### config.mk
export PLATFORM = sky130hd
export DESIGN_NAME = mem_access
export DESIGN_NICKNAME = d
export VERILOG_FILES = /design/src/rtl/mem_access.sv
export SDC_FILE = /design/constraint.sdc
export NUM_CORES = 1
export LEC_CHECK = 0
export ABC_AREA = 1
export CAP_MARGIN = 20
export CELL_PAD_IN_SITES_DETAIL_PLACEMENT = 0
export CELL_PAD_IN_SITES_GLOBAL_PLACEMENT = 1
export CORE_MARGIN = 5
export CORE_UTILIZATION = 28
export CTS_CLUSTER_DIAMETER = 30
export DETAILED_ROUTE_END_ITERATION = 8
export GPL_TIMING_DRIVEN = 0
export PLACE_DENSITY = 0.86
export SETUP_SLACK_MARGIN = 0.5
export SKIP_CTS_REPAIR_TIMING = 1
export SLEW_MARGIN = 20
export SYNTH_ARGS = -nofsm -noshare
export SYNTH_HDL_FRONTEND = slang
export SYNTH_SLANG_ARGS = --single-unit
### constraint.sdc
create_clock -name clk -period 7 [get_ports clk]
set_input_delay 1.05 -clock clk [delete_from_list [all_inputs] [get_ports clk]]
set_output_delay 1.05 -clock clk [all_outputs]
set_load 0.03 [all_outputs]
### src/rtl/mem_access.sv
// MEM-stage data access unit: splits loads/stores into byte-wide RAM transfers,
// stalls the pipeline while they run, and presents the assembled result once.
module mem_access #(
    parameter int ADDR_WIDTH = 32
) (
    input  logic                  clk,
    input  logic                  rst,
    input  logic [4:0]            wd_i,
    input  logic                  wreg_i,
    input  logic [31:0]           wdata_i,
    input  logic [3:0]            mem_op_i,
    input  logic [ADDR_WIDTH-1:0] mem_addr_i,
    input  logic [31:0]           store_data_i,
    input  logic                  hold_i,
    input  logic [7:0]            ram_rdata_i,
    input  logic                  ram_ack_i,
    output logic                  ram_req_o,
    output logic                  ram_we_o,
    output logic [ADDR_WIDTH-1:0] ram_addr_o,
    output logic [7:0]            ram_wdata_o,
    output logic [4:0]            wd_o,
    output logic                  wreg_o,
    output logic [31:0]           wdata_o,
    output logic                  stallreq_o
);

    typedef enum logic [1:0] {IDLE, BUSY, DONE} state_t;

    localparam logic [3:0] OP_LB  = 4'd1;
    localparam logic [3:0] OP_LH  = 4'd2;
    localparam logic [3:0] OP_LW  = 4'd3;
    localparam logic [3:0] OP_LBU = 4'd4;
    localparam logic [3:0] OP_LHU = 4'd5;
    localparam logic [3:0] OP_SB  = 4'd6;
    localparam logic [3:0] OP_SH  = 4'd7;
    localparam logic [3:0] OP_SW  = 4'd8;

    state_t      state_reg;
    logic [1:0]  cnt_reg;
    logic [31:0] buf_reg;
    logic [3:0]  op_reg;
    logic [31:0] load_data;
    logic [4:0]  lane_lsb;

    function automatic logic is_mem(input logic [3:0] op);
        return (op >= OP_LB) && (op <= OP_SW);
    endfunction

    function automatic logic is_store(input logic [3:0] op);
        return (op >= OP_SB) && (op <= OP_SW);
    endfunction

    // Index of the final byte of the op (byte count minus one).
    function automatic logic [1:0] last_cnt(input logic [3:0] op);
        case (op)
            OP_LB, OP_LBU, OP_SB: return 2'd0;
            OP_LH, OP_LHU, OP_SH: return 2'd1;
            default:              return 2'd3;
        endcase
    endfunction

    assign lane_lsb = {cnt_reg, 3'b000};

    // The op is latched on entry so the DONE formatting does not depend on
    // upstream keeping mem_op_i steady.
    always_ff @(posedge clk or posedge rst) begin
        if (rst) begin
            state_reg <= IDLE;
            cnt_reg   <= 2'd0;
            buf_reg   <= 32'd0;
            op_reg    <= 4'd0;
        end else begin
            case (state_reg)
                IDLE: begin
                    if (is_mem(mem_op_i)) begin
                        state_reg <= BUSY;
                        cnt_reg   <= 2'd0;
                        buf_reg   <= 32'd0;
                        op_reg    <= mem_op_i;
                    end
                end
                BUSY: begin
                    if (ram_ack_i) begin
                        if (!is_store(op_reg)) begin
                            buf_reg[lane_lsb +: 8] <= ram_rdata_i;
                        end
                        if (cnt_reg == last_cnt(op_reg)) begin
                            state_reg <= DONE;
                        end else begin
                            cnt_reg <= cnt_reg + 2'd1;
                        end
                    end
                end
                DONE: begin
                    if (!hold_i) begin
                        state_reg <= IDLE;
                    end
                end
                default: state_reg <= IDLE;
            endcase
        end
    end

    always_comb begin
        case (op_reg)
            OP_LB:   load_data = {{24{buf_reg[7]}}, buf_reg[7:0]};
            OP_LBU:  load_data = {24'd0, buf_reg[7:0]};
            OP_LH:   load_data = {{16{buf_reg[15]}}, buf_reg[15:0]};
            OP_LHU:  load_data = {16'd0, buf_reg[15:0]};
            default: load_data = buf_reg;
        endcase
    end

    always_comb begin
        wd_o        = wd_i;
        wreg_o      = wreg_i;
        wdata_o     = wdata_i;
        stallreq_o  = 1'b0;
        ram_req_o   = 1'b0;
        ram_we_o    = 1'b0;
        ram_addr_o  = mem_addr_i + ADDR_WIDTH'(cnt_reg);
        ram_wdata_o = 8'd0;
        case (state_reg)
            IDLE: begin
                // Stall in the detect cycle itself so the op cannot slip past.
                if (is_mem(mem_op_i)) begin
                    stallreq_o = 1'b1;
                    wreg_o     = 1'b0;
                end
            end
            BUSY: begin
                stallreq_o  = 1'b1;
                wreg_o      = 1'b0;
                ram_req_o   = 1'b1;
                ram_we_o    = is_store(op_reg);
                ram_wdata_o = store_data_i[lane_lsb +: 8];
            end
            DONE: begin
                if (is_store(op_reg)) begin
                    wreg_o = 1'b0;
                end else begin
                    wdata_o = load_data;
                end
            end
            default: begin
                stallreq_o = 1'b0;
            end
        endcase
    end

endmodule

==> impl_results.md <==
* Syn_nets at 754
* Port Buffers at 193
* CTS sink count at 40
* Lkg Pwr at 0.002911 uW
* Startpoint types: input port
* Final ANT Viol Nets at 0
* Reg2Reg Depth at 9
* H-tree depth at 2
* Synth top area share at 26.15%
* First-pass GRT wire length at 22000 um
* I/O Pins at 199
* Vias in the first global route at 4569
* Hold Violations, Final at 0
* Critical Path End: ram_addr_o[30]
* DR WL met3 at 1269 um
* Std-Cell Rows at 42
* FILL cells at 1448
* Die Footprint at 16110 um2
* Cell taking the most area after synthesis: dfrtp_1
* WP data required at 5.95 ns
* Post-synthesis cell area at 3827 um2
* DRT Wirelength at 13850 um
* RePlAce Congestion at 0.8899
* DP HPWL at 11500 um
* TritonCTS clock tree: done
* Peak supply drop at 148.2 uV
* Max FFs per register at 32
* Clock Tree Root: clkbuf_16
* Critical Path Start: mem_addr_i[0]
* RSZ-0062 raised after global routing: false
* Diodes inserted at 0
* Longest Clk Path Bufs at 2
* Tcrit/Tclk final at 72.92%
* Max stage delay on crit path at 0.72 ns
* Sum Neg Setup Slack at 0 ns
* Max Freq at 0.1959 GHz
* Max-Cap Viols at 0
* Register area share after synthesis at 26.15%
* Yosys reg bits at 40
* Total grt overflow at 0
* Synthesized instance count at 629
* Initial Utilization at 28.67%
* Die width at 126.9 um
* Initial antenna violation count at 0
* Synth top area cells: dfrtp_1, nand2_1, nand3_1
* Synth warnings at 0
* M1 WL at 6184 um
* Most frequent cells in the layout: nand2_1, clkdlybuf4s50_1, nor2_1, nand3_1, inv_1
* Crit path capture type: output pin
* Vias/cell at 4.511
* Area delta synth->final at 61.13%
* Core Region at 13350 um2
* Setup Crit Path Kind: input port to output pin
* Slew Viols, Final at 0
* Worst hold slack at 0.4708 ns
* Clk_skew at 0.005049 ns
* Slowest cell on the critical path: clkdlybuf4s50_1
* Nets@finish at 955
* Wire length on met2 at 6260 um
* CTS Buf Count at 5
* Synth cell types at 28
* Power per cell area at 311.1 nW/um2
* Clk_lat worst skew at 0.28 ns
* Worst slew pin tran at 0.7270 ns
* Outcome: completed
* Reg2Reg Launch Point: cnt_reg[0]$_DFFE_PP0P_
* DRC Markers at 0
* Final setup viols at 0
* Commonest non-fill, non-tap cell in the layout: nand2_1
* Die Height at 126.9 um
* Share of cells above drive strength 1 at 5.656%
* Crit path DAT at 4.05 ns
* Avg Inst Size Synth at 6.085 um2
* CP Cell Sequence: clkdlybuf4s50_1, ha_1, inv_1, fa_1, nor2_1, nand3_1, nor2_1, nand2_1, xnor2_1, clkdlybuf4s50_1
* Slew margin rel. at 51.35%
* Reg2reg setup slack at 4.42 ns
* DR WL/cell at 13.75 um
* Largest net degree at the start of global routing at 30
* CTS clk-pin slew, worst paths at 0.06 ns
* Final Util at 46.20%
* Max FO, Critical Path at 4
* Min-Delay Path Class: flop to flop
* Vias at 4543
* Minimum clock period at 5.105 ns
* Gr usage total at 16.59%
* Final Power at 1918 uW
* First-pass detailed-route iteration total at 5
* Highest metal used: met4
* DR iter-0 viols at 212
* FF-to-FF End: buf_reg[7]$_DFFE_PP0P_
[routing by layer]
metal,vias up,GRT usage [%]
met4,0,3.091
met2,159,27.77
met3,10,4.666
li1,2389,-
met1,1985,21.56
met5,-,0
[worst max-delay path, delay by kind of cell]
| kind | cells | cell delay [ns] |
|---|---|---|
| AND/OR/NAND/NOR | 4 | 0.93 |
| buffers and inverters | 3 | 1.26 |
| XOR/XNOR | 1 | 0.23 |
| adder cells (fa/ha/maj) | 2 | 0.57 |
[cell type report]
cell class | count | area [um2] | area share [%]
Sequential cell | 40 | 1001 | 16.23
Inverter | 70 | 262.8 | 4.261
Timing Repair Buffer | 194 | 1952 | 31.65
Buffer | 25 | 157.7 | 2.556
Clock buffer | 5 | 125.1 | 2.029
Clock inverter | 3 | 42.54 | 0.6898
Multi-Input combinational cell | 494 | 2406 | 39.01
Tap cell | 176 | 220.2 | 3.571
[cell families after synthesis]
logic type,count (synthesis),share of synthesized area [%]
AND/OR/NAND/NOR,405,45.15
adder cells (fa/ha/maj),7,2.484
XOR/XNOR,30,6.865
buffers and inverters,95,10.98
flip-flops,40,26.15
AO/OA/AOI/OAI,52,8.369
[worst min path at each step]
stage	endpoint	cells after the start	slack, ns	startpoint
2_1_floorplan	buf_reg[10]$_DFFE_PP0P_	2	0.44	buf_reg[10]$_DFFE_PP0P_
3_5_place_dp	buf_reg[1]$_DFFE_PP0P_	2	0.46	buf_reg[1]$_DFFE_PP0P_
6_report	buf_reg[25]$_DFFE_PP0P_	2	0.47	buf_reg[25]$_DFFE_PP0P_
3_3_place_gp	buf_reg[1]$_DFFE_PP0P_	2	0.46	buf_reg[1]$_DFFE_PP0P_
5_1_grt	buf_reg[3]$_DFFE_PP0P_	2	0.49	buf_reg[3]$_DFFE_PP0P_
4_1_cts	buf_reg[1]$_DFFE_PP0P_	2	0.47	buf_reg[1]$_DFFE_PP0P_
[where the power goes]
part,internal (uW),switching [uW],total (uW)
clock,167,92.4,260
sequential,277,41.7,319
combinational,484,856,1340
[synth_stat cells]
cell      instances
fa_1              1
nor2_1           90
nor2_8            1
clkbuf_1          4
or2_2             4
xnor2_1          15
a21boi_1         10
ha_1              6
nor3_1           22
nand3_1          75
buf_4             7
nand2_4           1
buf_2             6
buf_1             4
buf_6             4
o21ai_0          20
inv_1            65
nor3_4            1
xor2_1           15
dfrtp_1          40
a21oi_1           8
nor2_4            1
a21boi_0          6
nand2_1         197
nand4_1           6
nand2_2           7
inv_2             5
a22oi_1           8
[stage by stage]
stage | worst slack (ns) | instances | cell area, um2
finish | 1.895 | 1007 | 6167
global route | 1.750 | 1007 | 6167
CTS | 1.844 | 1007 | 6167
detailed placement | 1.868 | 999 | 6000
global placement | 1.874 | 998 | 5979
floorplan | 3.128 | 629 | 3827
No activity file was read; power rests on OpenSTA's default activity.
